<file path="src/rtl/nn_stream_pkg.sv">
// rtl/nn_stream_pkg.sv - shared state encoding and flat-vector slice helper
package nn_stream_pkg;

   typedef enum logic {
      IDLE = 1'b0,
      SEND = 1'b1
   } state_t;

   // Widest flat vector the slice helper handles; callers size-cast in and out.
   localparam int VEC_MAX = 4096;

   // Element k of a flat vector whose elements are w bits wide, in the low bits.
   function automatic logic [VEC_MAX-1:0] elem_sel(input logic [VEC_MAX-1:0] vector,
                                                   input int k, input int w);
      return vector >> (k * w);
   endfunction

endpackage

</file>
<file path="src/rtl/layer_output_serializer_if.sv">
// rtl/layer_output_serializer_if.sv - element stream from a layer to the next layer
interface layer_output_serializer_if #(
   parameter int dataWidth = 16,
   parameter int idxWidth  = 5
);
   logic [dataWidth-1:0] outData;
   logic [idxWidth-1:0]  outIndex;
   logic                 outValid;
   logic                 outLast;
   logic                 outReady;

   modport master (output outData, output outIndex, output outValid, output outLast,
                   input outReady);
   modport slave  (input outData, input outIndex, input outValid, input outLast,
                   output outReady);
endinterface

</file>
<file path="src/rtl/serializer_index_counter.sv">
// rtl/serializer_index_counter.sv - modulo element index plus mirror of the receiver's counter
module serializer_index_counter #(
   parameter int numOutputs = 16,
   parameter int idxWidth   = $clog2(numOutputs + 1)
) (
   input  logic                clk,
   input  logic                reset,
   input  logic                clear,
   input  logic                enable,
   output logic [idxWidth-1:0] index,
   output logic                last,
   output logic                vector_done
);
   localparam logic [idxWidth-1:0] LAST_IDX = idxWidth'(numOutputs - 1);

   // Tracks how many beats the downstream input counter has taken this vector;
   // its wrap marks the end of the vector independently of the transmit index.
   logic [idxWidth-1:0] mirror;

   assign last        = (index == LAST_IDX);
   assign vector_done = enable && (mirror == LAST_IDX);

   // Transmit index: restart on clear, wrap to 0 after the last element.
   always_ff @(posedge clk or negedge reset) begin
      if (!reset)
         index <= '0;
      else if (clear)
         index <= '0;
      else if (enable)
         index <= last ? '0 : index + idxWidth'(1);
   end

   // Receiver mirror: counts accepted beats, wrapping the same way the receiver does.
   always_ff @(posedge clk or negedge reset) begin
      if (!reset)
         mirror <= '0;
      else if (clear)
         mirror <= '0;
      else if (enable)
         mirror <= (mirror == LAST_IDX) ? '0 : mirror + idxWidth'(1);
   end

endmodule

</file>
<file path="src/rtl/layer_output_serializer.sv">
// rtl/layer_output_serializer.sv - captures a layer output vector and streams it element by element
module layer_output_serializer
   import nn_stream_pkg::*;
#(
   parameter int numOutputs = 16,
   parameter int dataWidth  = 16,
   parameter int idxWidth   = $clog2(numOutputs + 1)
) (
   input  logic                            clk,
   input  logic                            reset,
   input  logic                            load,
   input  logic [numOutputs*dataWidth-1:0] dataIn,
   input  logic                            clear,
   layer_output_serializer_if.master       out_if,
   output logic                            busy,
   output logic                            done,
   output logic                            overrun
);
   state_t                          state, state_next;
   logic [numOutputs*dataWidth-1:0] captured;
   logic [idxWidth-1:0]             index;
   logic                            last;
   logic                            vector_done;
   logic                            start;
   logic                            transfer;

   // A load only captures from IDLE; a load while streaming is flagged as overrun.
   assign start    = (state == IDLE) && load && !clear;
   assign transfer = (state == SEND) && out_if.outReady && !clear;

   serializer_index_counter #(
      .numOutputs(numOutputs),
      .idxWidth  (idxWidth)
   ) u_index (
      .clk        (clk),
      .reset      (reset),
      .clear      (clear || start),
      .enable     (transfer),
      .index      (index),
      .last       (last),
      .vector_done(vector_done)
   );

   // State register.
   always_ff @(posedge clk or negedge reset) begin
      if (!reset)
         state <= IDLE;
      else
         state <= state_next;
   end

   // Next state: clear wins, then load from IDLE, then the final accepted beat.
   always_comb begin
      state_next = state;
      if (clear)
         state_next = IDLE;
      else begin
         case (state)
            IDLE: if (load)        state_next = SEND;
            SEND: if (vector_done) state_next = IDLE;
            default:               state_next = IDLE;
         endcase
      end
   end

   // Stream outputs follow the state; data is the captured element at the current index.
   always_comb begin
      out_if.outValid = 1'b0;
      out_if.outLast  = 1'b0;
      out_if.outData  = '0;
      busy            = 1'b0;
      if (state == SEND) begin
         out_if.outValid = 1'b1;
         out_if.outLast  = last;
         out_if.outData  = dataWidth'(elem_sel(VEC_MAX'(captured), int'(index), dataWidth));
         busy            = 1'b1;
      end
   end

   assign out_if.outIndex = index;

   // Capture register: loaded only when a new vector starts.
   always_ff @(posedge clk or negedge reset) begin
      if (!reset)
         captured <= '0;
      else if (start)
         captured <= dataIn;
   end

   // done pulses the cycle after the final beat; overrun latches until reset.
   always_ff @(posedge clk or negedge reset) begin
      if (!reset) begin
         done    <= 1'b0;
         overrun <= 1'b0;
      end else begin
         done    <= transfer && vector_done;
         overrun <= overrun || (load && (state == SEND));
      end
   end

endmodule

</file>
<file path="src/flat_wrapper.sv">
// flat-port wrapper written by rule: the top's interface ports become plain ports
module layer_output_serializer_flat import nn_stream_pkg::*;
#(
   parameter int numOutputs = 16,
   parameter int dataWidth  = 16,
   parameter int idxWidth   = $clog2(numOutputs + 1)
)
  (clk, reset, load, dataIn, clear, busy, done, overrun, out_if_outData, out_if_outIndex, out_if_outValid, out_if_outLast, out_if_outReady);
  layer_output_serializer_if #(.dataWidth(dataWidth), .idxWidth(idxWidth)) out_if_i ();
  input  logic clk;
  input  logic reset;
  input  logic load;
  input  logic [numOutputs*dataWidth-1:0] dataIn;
  input  logic clear;
  output logic busy;
  output logic done;
  output logic overrun;
  output wire logic [$bits(out_if_i.outData)-1:0] out_if_outData;
  output wire logic [$bits(out_if_i.outIndex)-1:0] out_if_outIndex;
  output wire logic [$bits(out_if_i.outValid)-1:0] out_if_outValid;
  output wire logic [$bits(out_if_i.outLast)-1:0] out_if_outLast;
  input wire logic [$bits(out_if_i.outReady)-1:0] out_if_outReady;
  assign out_if_outData = out_if_i.outData;
  assign out_if_outIndex = out_if_i.outIndex;
  assign out_if_outValid = out_if_i.outValid;
  assign out_if_outLast = out_if_i.outLast;
  assign out_if_i.outReady = out_if_outReady;
  layer_output_serializer #(.numOutputs(numOutputs), .dataWidth(dataWidth), .idxWidth(idxWidth)) u_core (.clk(clk), .reset(reset), .load(load), .dataIn(dataIn), .clear(clear), .out_if(out_if_i), .busy(busy), .done(done), .overrun(overrun));
endmodule
</file>
<file path="config.mk">
export PLATFORM = sky130hd
export DESIGN_NAME = layer_output_serializer_flat
export DESIGN_NICKNAME = d
export VERILOG_FILES = /design/src/rtl/nn_stream_pkg.sv /design/src/rtl/layer_output_serializer_if.sv /design/src/rtl/serializer_index_counter.sv /design/src/rtl/layer_output_serializer.sv /design/src/flat_wrapper.sv
export SDC_FILE = /design/constraint.sdc
export NUM_CORES = 1
export LEC_CHECK = 0
export ABC_AREA = 1
export CORE_ASPECT_RATIO = 2
export CORE_MARGIN = 3
export CORE_UTILIZATION = 51
export CTS_BUF_LIST = sky130_fd_sc_hd__clkbuf_16
export DETAILED_ROUTE_END_ITERATION = 12
export GPL_TIMING_DRIVEN = 0
export PLACE_DENSITY = 0.8
export SYNTH_ARGS = -nofsm -noshare
export SYNTH_HDL_FRONTEND = slang
export SYNTH_HIERARCHICAL = 1
export SYNTH_SLANG_ARGS = --single-unit
</file>
<file path="constraint.sdc">
create_clock -name clk -period 2.1 [get_ports clk]
set_input_delay 0.42 -clock clk [delete_from_list [all_inputs] [get_ports clk]]
set_output_delay 0.42 -clock clk [all_outputs]
set_load 0.02 [all_outputs]
</file>
==> results.md, run 1 <==
- Final antenna-violating net count: 0
- Yosys top cell by area: dfrtp_1
- Failing checks: setup timing
- DRC Markers: 0
- Crit path cell chain: buf_8 > buf_4 > nand2_1 > nand3_1 > nand3_2 > nand3_2 > a21oi_2 > buf_4
- Port Buffers: 286
- Seq. cell area: 6740 um2
- Seq/Total Area, Yosys: 0.516
- Core ar.: 25100 um2
- CP max-delay cell: dfrtp_2
- Synth Instances: 1645
- Detail Placement HPWL: 37100 um
- Final hold slack: 404 ps
- Die footprint: 27700 um2
- Post-route setup TNS: -8160 ps
- Routed wl met2: 25000 um
- RSZ-0062 raised after global routing: yes
- Slowest stage delay, CP: 490 ps
- Final wirelength: 49800 um
- Routed vias: 13000
- Count of different cell masters after synthesis: 27
- Filler cell count: 1941
- GRT Util Overall: 0.357
- Min-Delay Path Class: in2async
- First-pass GRT wire length: 74900 um
- CTS Buf Count: 24
- Met3 wire length: 3770 um
- Final slew viol count: 0
- Startpoint Class: register
- Post-synth top area share: 0.516
- Drt wl/cell: 21.4 um
- Initial Utilization: 0.519
- FMAX: 377 MHz
- Total gr overflow: 0
- Routability congestion estimate from global placement: 0.964
- Vias in the first global route: 13500
- Layout Nets: 2236
- DRT met1 WL: 15900 um
- Initial detailed-routing violation count: 1212
- CTS root buffer: clkbuf_16
- Final Util: 0.722
- H-tree Lvls: 1
- Multi-input gate area: 5540 um2
- Top Layer Used: met4
- Clock Latency Late Sink: 540 ps
- CP required: 1680 ps
- XOR/XNOR Fraction of Synth Area: 0
- Multiplexer share of the synthesized area: 0.0552
- Initial antenna violation count: 1
- Tcrit/Tclk final: 1.26
- Synth warn: 6
- Clk sink count: 269
- Crit path max fanout: 10
- Row cnt: 82
- Pwr per Cell Area: 790 nW/um2
- Seq cells post-synth: 269
- Layout area overhead: 39.1%
- IO Count: 287
- Die Y: 232 um
- Compound-Gate Fraction of Synth Area: 0.0836
- Setup crit end kind: output port
- Kind of critical path: reg2out
- CTS tree: done
- Chip Width: 119 um
- Leak Pwr: 8.73 nW
- CP arrival: 2230 ps
- Post-Syn Area: 13000 um2
- Largest family of logic cells by synthesized area: simple AND/OR/NAND/NOR gates
- # Max-Cap Violations: 0
- Share of post-route cells with drive strength above 1: 0.175
- PnR worst setup slack: -554 ps
- TritonRoute pass-1 iters: 7
- Mean Syn Cell Area: 7.93 um2
- Status: finished, violations left
- Mean number of vias per cell: 5.60
- Net Count, Synth: 1908
- Final setup viols: 17
- VDD IR-drop max: 0.000672 V
- Clock Skew: 14.4 ps
- Max clock buf depth: 3
- Simple-gate share of the synthesized area: 0.244
- Slew Limit Headroom: 0.545
- CTS clk-pin slew, worst paths: 70 ps
- Hold Fails Final Rpt: 0
- Adder-Cell Fraction of Synth Area: 0.00192
- Largest cells by area after synthesis: dfrtp_1 52%, nor2_1 9.4%, nand2_1 8.1%
- Worst-margin pin slew: 682 ps
- Period minus WS final: 2650 ps
- Largest net degree at the start of global routing: 123
==> kinds of logic after synthesis <==
logic type                 count (synthesis)
muxes                                     64
AOI/OAI and AO/OA                        217
DFF                                      269
adders and majority gates                  2
and+or+nand+nor                          783
buffers and inverters                    310
==> area by class of cell <==
| cell class | count | share of cell area |
|---|---|---|
| clock inverter | 18 | 0.00724 |
| timing repair buffer | 303 | 0.171 |
| multi-input combinational | 1066 | 0.305 |
| tap | 336 | 0.0232 |
| inverter | 208 | 0.0438 |
| antenna | 1 | 0.000138 |
| buffer | 101 | 0.0441 |
| sequential | 269 | 0.371 |
| clock buffer | 25 | 0.0345 |
==> worst paths after layout <==
kind,start,to,slack [ps],depth (start not counted)
setup / recovery,u_core/u_index/index[0],out_if_outData[15],-550,8
hold / removal,reset,u_core/captured[134],400,2
setup reg to reg,u_core/state,u_core/captured[88],230,6
hold reg to reg,u_core/captured[229],u_core/captured[229],500,1
max in group asynchronous,reset,u_core/u_index/index[3],620,3
min in group clk,dataIn[26],u_core/captured[26],450,3
==> per-stage QoR <==
stage / setup slack [ps] / instance area [um2] / instances / total power, mW
6_report: -554 / 18200 / 2327 / 14.3
2_1_floorplan: 77.0 / 13000 / 1645 / 8.26
5_1_grt: -598 / 18200 / 2327 / 15.0
3_5_place_dp: -1040 / 16400 / 2269 / 9.75
3_3_place_gp: -10650 / 16300 / 2267 / 9.62
4_1_cts: -515 / 18000 / 2322 / 14.3
==> power by group <==
group          internal, mW  leakage, nW  switching [mW]
clock network          2.40        0.385            1.99
registers              6.14         3.00           0.352
logic                  1.47         5.34            1.98
total                  10.0         8.73            4.32
==> routing by layer <==
metal	GRT usage	up-vias
li1	-	5802
met1	0.372	6164
met2	0.614	788
met3	0.0549	267
met4	0.317	0
met5	0	-
==> worst max-delay path, delay by kind of cell (launching register included) <==
kind	cells	cell delay, ps
AO/OA/AOI/OAI	1	220
flip-flops	1	490
AND/OR/NAND/NOR	4	440
buffers and inverters	3	530
==> flip-flops by register name (all words and copies together), names as in the netlist <==
name,count
u_core/captured,256
u_core/u_index/mirror,5
u_core/u_index/index,5
u_core/state,1
u_core/overrun,1
u_core/done,1
==> placed cells by master, fill, tap and decap left out, types with 5 or more instances in the layout <==
cell type / Yosys / routed
a21oi_1: 210 / 194
a21oi_2: 0 / 14
buf_2: 67 / 50
buf_4: 10 / 31
buf_6: 1 / 23
buf_8: 0 / 11
clkbuf_16: 0 / 28
clkdlybuf4s50_1: 0 / 263
clkinv_1: 1 / 7
clkinv_2: 0 / 6
dfrtp_1: 269 / 264
dfrtp_2: 0 / 5
inv_1: 203 / 204
mux2_2: 60 / 60
nand2_1: 282 / 275
nand2_2: 1 / 8
nand3_1: 163 / 91
nand3_2: 3 / 70
nand3_4: 0 / 5
nor2_1: 327 / 322
nor2_2: 1 / 6
o21ai_0: 5 / 5
==> synth_stat cells, drive strengths merged <==
library cell	count
clkbuf	18
clkinv	1
o21ai	5
nand4	2
nand3	166
buf	84
mux2	64
dfrtp	269
ha	2
nor2	329
nand2	283
nor3b	1
a21oi	210
or2	1
inv	207
o31ai	1
o21bai	1
nor3	1
==> timing repair <==
| action | 4_1_cts | 5_1_grt |
|---|---|---|
| gates resized for setup | 294 | 33 |
| endpoints found under the hold margin | 60 | 0 |
| cloned | 2 | 1 |
| hold buffers | 1 | 0 |
| pin swaps | 47 | 15 |
| endpoints found under the setup margin | 22 | 18 |
| setup buffers | 8 | 4 |
Power figures use the tool's default switching activity.
==> inputs of run 2 (changes only) <==
==> constraint.sdc (replaced) <==
create_clock -name clk -period 2.1 [get_ports clk]
set_input_delay 0.42 -clock clk [delete_from_list [all_inputs] [get_ports clk]]
set_output_delay 0.42 -clock clk [all_outputs]
set_load 0.01 [all_outputs]
==> run 2 against run 1 <==
The run still ends with setup timing left. Wire length is 2.0% higher. Critical path type unchanged. Sequential power hardly changed. Global-route usage is 0.75 points lower.
==> results.md, run 2 (synthesis results as in run 1) <==
- Status: finished, violations left (unchanged)
- Failing checks: setup timing (unchanged)
- Clock Skew: 8.40 ps (was 14.4 ps)
- Final setup viols: 17 (unchanged)
- Max reg flops: 256 (unchanged)
- Psw: 4.38 mW (was 4.32 mW)
- Clock Latency Late Sink: 540 ps (about the same)
- Routed vias: 13000 (about the same)
- CP required: 1680 ps (about the same)
- Die Y: 232 um (unchanged)
- Final wirelength: 50800 um (was 49800 um)
- Vias in the first global route: 13300 (was 13500)
- RSZ-0062 raised after global routing: yes (unchanged)
- Core ar.: 25100 um2 (unchanged)
- Startpoint Class: register (unchanged)
- Worst reg2reg setup slack: 230 ps (about the same)
- Initial detailed-routing violation count: 1415 (was 1212)
- Filler cell count: 1905 (was 1941)
- Layout area overhead: 40.9% (was 39.1%)
- Crit path max fanout: 10 (unchanged)
- PnR worst setup slack: -638 ps (was -554 ps)
- Max clock buf depth: 3 (unchanged)
- CP arrival: 2320 ps (was 2230 ps)
- FF-to-FF End: u_core/captured[246] (was u_core/captured[88])
- RR Startpoint: u_core/state (unchanged)
- Min-Delay Path Class: in2async (unchanged)
- Sequential power share: 0.453 (about the same)
- Setup crit end kind: output port (unchanged)
- Final hold slack: 403 ps (was 404 ps)
- IO Count: 287 (unchanged)
- Crit path cell chain: buf_1 > nor2_1 > nand2_1 > nand3_2 > nand3_2 > a21oi_2 > buf_2 (was buf_8 > buf_4 > nand2_1 > nand3_1 > nand3_2 > nand3_2 > a21oi_2 > buf_4)
- Seq. cell area: 6740 um2 (about the same)
- Routability congestion estimate from global placement: 0.964 (unchanged)
- Finished Layout Cells: 2328 (was 2327)
- Chip Width: 119 um (unchanged)
- DRC Markers: 0 (unchanged)
- Buf+Inv Stages, Crit Path: 2 (was 3)
- Initial Utilization: 0.519 (unchanged)
- H-tree Lvls: 1 (unchanged)
- Total gr overflow: 0 (unchanged)
- Most Frequent Cell on Critical Path: nand3_2
- Slowest stage delay, CP: 570 ps (was 490 ps)
- Pwr per Cell Area: 785 nW/um2 (was 790 nW/um2)
- Final antenna-violating net count: 0 (unchanged)
- Clock power frac: 0.305 (was 0.306)
- TritonRoute pass-1 iters: 8 (was 7)
- Share of post-route cells with drive strength above 1: 0.199 (was 0.175)
- Period minus WS final: 2740 ps (was 2650 ps)
- Largest net degree at the start of global routing: 123 (unchanged)
- CTS tree: done (unchanged)
- FMAX: 365 MHz (was 377 MHz)
- GRT Util Overall: 0.350 (was 0.357)
- Detail Placement HPWL: 37100 um (unchanged)
- Slew Limit Headroom: 0.524 (was 0.545)
- VDD IR-drop max: 0.000677 V (was 0.000672 V)
- Drt wl/cell: 21.8 um (was 21.4 um)
- Regs by FF count: u_core/captured (256), u_core/u_index/index (5), u_core/u_index/mirror (5) (unchanged)
- Sw frac: 0.303 (was 0.301)
- Worst-margin pin slew: 714 ps (was 682 ps)
- Leak Pwr: 8.76 nW (was 8.73 nW)
- Cell Count Post-Placement: 2269 (unchanged)
- Gate power share: 0.242 (was 0.241)
- Most frequent cells in the layout: 296 x nor2_1, 271 x nand2_1, 266 x clkdlybuf4s50_1 (was 322 x nor2_1, 275 x nand2_1, 264 x dfrtp_1)
- Final slew viol count: 0 (unchanged)
- CTS Buf Count: 24 (unchanged)
- CTS clk-pin slew, worst paths: 70 ps (about the same)
- CP delay by family, top: buffers and inverters (unchanged)
- Leading cell type in the layout, fill and taps excluded: nor2_1 (unchanged)
- Biggest register: u_core/captured (unchanged)
- Design Power: 14.4 mW (was 14.3 mW)
- Multi-input gate area: 5720 um2 (was 5540 um2)
- Layout Nets: 2237 (was 2236)
- Worst reg2reg path depth: 6 (unchanged)
- Initial antenna violation count: 1 (unchanged)
- Clk sink count: 269 (unchanged)
- # Max-Cap Violations: 0 (unchanged)
- CP max-delay cell: buf_1 (was dfrtp_2)
- Post-route setup TNS: -9550 ps (was -8160 ps)
- Mean number of vias per cell: 5.57 (was 5.60)
- Die footprint: 27700 um2 (unchanged)
- Hold Fails Final Rpt: 0 (unchanged)
- First-pass GRT wire length: 73300 um (was 74900 um)
- Port Buffers: 286 (unchanged)
- Cell internal pwr: 10.0 mW (about the same)
- Kind of critical path: reg2out (unchanged)
- Row cnt: 82 (unchanged)
- Final Util: 0.731 (was 0.722)
- CTS root buffer: clkbuf_16 (unchanged)
- Tcrit/Tclk final: 1.30 (was 1.26)
[run 2: repair_timing]
action / 4_1_cts / 5_1_grt
gates cloned: 0 / 9
hold endpoints to repair: 60 / 0
setup buffers: 4 / 2
endpoints found under the setup margin: 18 / 19
pin swaps: 1 / 85
hold buffers: 1 / 0
gates resized for setup: 166 / 190
[run 2: final cells by class]
type	count	share of cell area
plain buffers	101	0.0447
multi-input cells	1066	0.311
flip-flops and latches	269	0.367
diodes	1	0.000136
repair buffers	304	0.170
inverters	208	0.0429
clock buffers	25	0.0340
clock inverters	18	0.00715
well taps	336	0.0229
[run 2: power groups by stage]
stage                     clock, mW  sequential (mW)  combinational (mW)
after floorplan                   0             6.47                1.76
after global placement            0             6.55                3.03
after detailed placement          0             6.57                3.14
after CTS                      4.42             6.48                3.22
after global routing           4.62             6.61                3.80
final                          4.40             6.53                3.49
[run 2: worst max path at each step]
stage | start | to | slack, ps | cells after the start
after floorplan | u_core/u_index/index[3] | out_if_outData[10] | 270 | 5
after global placement | reset | u_core/captured[233] | -10650 | 1
after detailed placement | u_core/u_index/index[2] | out_if_outData[2] | -970 | 7
after CTS | u_core/u_index/index[2] | out_if_outData[2] | -670 | 6
after global routing | u_core/u_index/index[0] | out_if_outData[11] | -670 | 9
final | u_core/u_index/index[1] | out_if_outData[6] | -640 | 7
[run 2: layer usage]
| layer | GRT usage | vias to the layer above | share of wire |
|---|---|---|---|
| met5 | 0 | - | 0 |
| met4 | 0.293 | 0 | 0.10 |
| met3 | 0.0549 | 251 | 0.077 |
| met2 | 0.604 | 761 | 0.50 |
| met1 | 0.369 | 6163 | 0.32 |
| li1 | - | 5791 | - |
[run 2: through the flow]
| step | setup WS [ps] | cell area (um2) |
|---|---|---|
| 5_1_grt | -670 | 18400 |
| 2_1_floorplan | 269 | 13000 |
| 6_report | -638 | 18400 |
| 3_3_place_gp | -10650 | 16300 |
| 3_5_place_dp | -968 | 16400 |
| 4_1_cts | -673 | 17600 |
==> inputs of run 3 (changes only) <==
==> constraint.sdc (replaced) <==
create_clock -name clk -period 2.1 [get_ports clk]
set_input_delay 0.42 -clock clk [delete_from_list [all_inputs] [get_ports clk]]
set_output_delay 0.42 -clock clk [all_outputs]
set_load 0.05 [all_outputs]
==> run 3 against run 2 <==
The flow still finishes with violations (setup timing). Global-route usage fell by 0.088 points. Non-clock buffer count fell by 10. Total power fell by 1.9%. Fmax rose by 1.0%. Setup slack improved by 27 ps. Via count fell by 1.5%. Sequential cell count did not move. Clock-buffer cell count did not move. Final cell count fell by 0.43%. Clock power fell by 5.9%. Sequential power barely moved. Largest power group unchanged.
==> results.md, run 3 (synthesis results as in run 1) <==
- Status: finished, violations left (unchanged)
- Failing checks: setup timing (unchanged)
- Chip Width: 119 um (unchanged)
- CTS root buffer: clkbuf_16 (unchanged)
- Initial antenna violation count: 0 (was 1)
- VDD IR-drop max: 0.000681 V (was 0.000677 V)
- Final wirelength: 48800 um (was 50800 um)
- Share of post-route cells with drive strength above 1: 0.154 (was 0.199)
- GRT Util Overall: 0.349 (was 0.350)
- Initial Utilization: 0.519 (unchanged)
- Routed vias: 12800 (was 13000)
- Hold Fails Final Rpt: 0 (unchanged)
- Largest net degree at the start of global routing: 124 (was 123)
- Mean number of vias per cell: 5.51 (was 5.57)
- Crit path max fanout: 10 (unchanged)
- FMAX: 369 MHz (was 365 MHz)
- TritonRoute pass-1 iters: 6 (was 8)
- CP required: 1680 ps (about the same)
- Biggest register: u_core/captured (unchanged)
- Routability congestion estimate from global placement: 0.936 (was 0.964)
- Final setup viols: 17 (unchanged)
- Layout Nets: 2227 (was 2237)
- Leak Pwr: 8.54 nW (was 8.76 nW)
- Final Util: 0.709 (was 0.731)
- Port Buffers: 286 (unchanged)
- H-tree Lvls: 1 (unchanged)
- Total gr overflow: 0 (unchanged)
- Max reg flops: 256 (unchanged)
- Die footprint: 27700 um2 (unchanged)
- Met3 usage: 0.0519 (was 0.0549)
- Gr busiest metal: met2 (unchanged)
- Initial detailed-routing violation count: 1066 (was 1415)
- Tcrit/Tclk final: 1.29 (was 1.30)
- Clock Skew: 18.3 ps (was 8.40 ps)
- Pwr per Cell Area: 794 nW/um2 (was 785 nW/um2)
- DRC Markers: 0 (unchanged)
- Setup slack at placement: -1270 ps (was -968 ps)
- Post-route setup TNS: -8980 ps (was -9550 ps)
- Slew Limit Headroom: 0.572 (was 0.524)
- IO Count: 287 (unchanged)
- First-pass GRT wire length: 73200 um (was 73300 um)
- Buf+Inv Stages, Crit Path: 3 (was 2)
- Final slew viol count: 0 (unchanged)
- Min-Delay Path Class: in2async (unchanged)
- PnR worst setup slack: -611 ps (was -638 ps)
- CTS clk-pin slew, worst paths: 60 ps (was 70 ps)
- Period minus WS final: 2710 ps (was 2740 ps)
- Regs by FF count: u_core/captured (256), u_core/u_index/index (5), u_core/u_index/mirror (5) (unchanged)
- Startpoint Class: register (unchanged)
- Crit path cell chain: buf_12 > buf_4 > nand2_1 > nand3_1 > nand3_1 > nand3_1 > a21oi_4 > buf_6 (was buf_1 > nor2_1 > nand2_1 > nand3_2 > nand3_2 > a21oi_2 > buf_2)
- RSZ-0062 raised after global routing: yes (unchanged)
- Most frequent cells in the layout: 324 x nor2_1, 280 x nand2_1, 263 x dfrtp_1 (was 296 x nor2_1, 271 x nand2_1, 266 x clkdlybuf4s50_1)
- Core ar.: 25100 um2 (unchanged)
- Finished Layout Cells: 2318 (was 2328)
- Vias in the first global route: 13300 (about the same)
- Max clock buf depth: 3 (unchanged)
- Slowest stage delay, CP: 480 ps (was 570 ps)
- Most Frequent Cell on Critical Path: nand3_1 (was nand3_2)
- Met2 Usage GRT: 0.617 (was 0.604)
- Clock Latency Late Sink: 540 ps (about the same)
- Row cnt: 82 (unchanged)
- Cell Count Post-Placement: 2269 (unchanged)
- Setup crit end kind: output port (unchanged)
- Clk sink count: 269 (unchanged)
- Die Y: 232 um (unchanged)
- # Max-Cap Violations: 0 (unchanged)
- Worst-margin pin slew: 642 ps (was 714 ps)
- Layout area overhead: 36.6% (was 40.9%)
- Final antenna-violating net count: 0 (unchanged)
- Drt wl/cell: 21.1 um (was 21.8 um)
- CTS Buf Count: 24 (unchanged)
- CP arrival: 2290 ps (was 2320 ps)
- Detail Placement HPWL: 37300 um (was 37100 um)
- CP delay by family, top: buffers and inverters (unchanged)
- Leading cell type in the layout, fill and taps excluded: nor2_1 (unchanged)
- CP max-delay cell: dfrtp_2 (was buf_1)
- Met1 Track Usage GR: 0.365 (was 0.369)
- Kind of critical path: reg2out (unchanged)
- CTS tree: done (unchanged)
- N_diodes: 0 (was 1)
[run 3: worst reg2reg max path: cells and delay by family (launching register included)]
kind | cells | cell delay [ps]
buf+inv | 3 | 710
simple gates | 2 | 570
flops | 1 | 440
compound gates | 1 | 80
[run 3: layer usage]
| metal | share of wire | wire length, um |
|---|---|---|
| met1 | 0.33 | 16100 |
| met2 | 0.51 | 25000 |
| met3 | 0.067 | 3260 |
| met4 | 0.092 | 4470 |
| met5 | 0 | 0 |
[run 3: stage by stage]
stage	hold WS, ps	power, mW	cell area [um2]
floorplan	124	8.46	13200
global placement	470	9.81	16500
global route	404	14.8	17800
detailed placement	337	9.93	16600
CTS	376	14.1	17600
finish	361	14.2	17800
[run 3: final cells by class]
cell class / instances / area (um2)
Timing Repair Buffer: 293 / 2970
Sequential cell: 269 / 6740
Fill cell: 2077 / 7310
Inverter: 208 / 790
Buffer: 102 / 709
Clock buffer: 25 / 626
Clock inverter: 19 / 85.1
Tap cell: 336 / 420
Multi-Input combinational cell: 1066 / 5480
[run 3: where the power goes]
part / leakage [nW] / total, mW / switching [mW] / internal [mW]
registers: 3.00 / 6.50 / 0.352 / 6.14
logic: 5.19 / 3.52 / 2.06 / 1.47
clock network: 0.361 / 4.14 / 1.98 / 2.15
[run 3: repair_timing]
item	4_1_cts	5_1_grt
pin swaps	1	4
endpoints found under the setup margin	26	19
hold endpoints to repair	44	0
hold buffers	1	0
gates resized for setup	221	54
buffers inserted	4	0
[run 3: final timing paths]
kind / from / endpoint / slack [ps] / depth (start not counted)
worst max-delay path: u_core/u_index/index[0] / out_if_outData[14] / -610 / 8
worst min-delay path: reset / u_core/captured[228] / 360 / 2
worst max register to register: u_core/state / u_core/captured[191] / 170 / 6
worst min register to register: u_core/overrun / u_core/overrun / 490 / 1
max in group asynchronous: reset / u_core/captured[141] / 300 / 4
min in group clk: dataIn[81] / u_core/captured[81] / 450 / 3
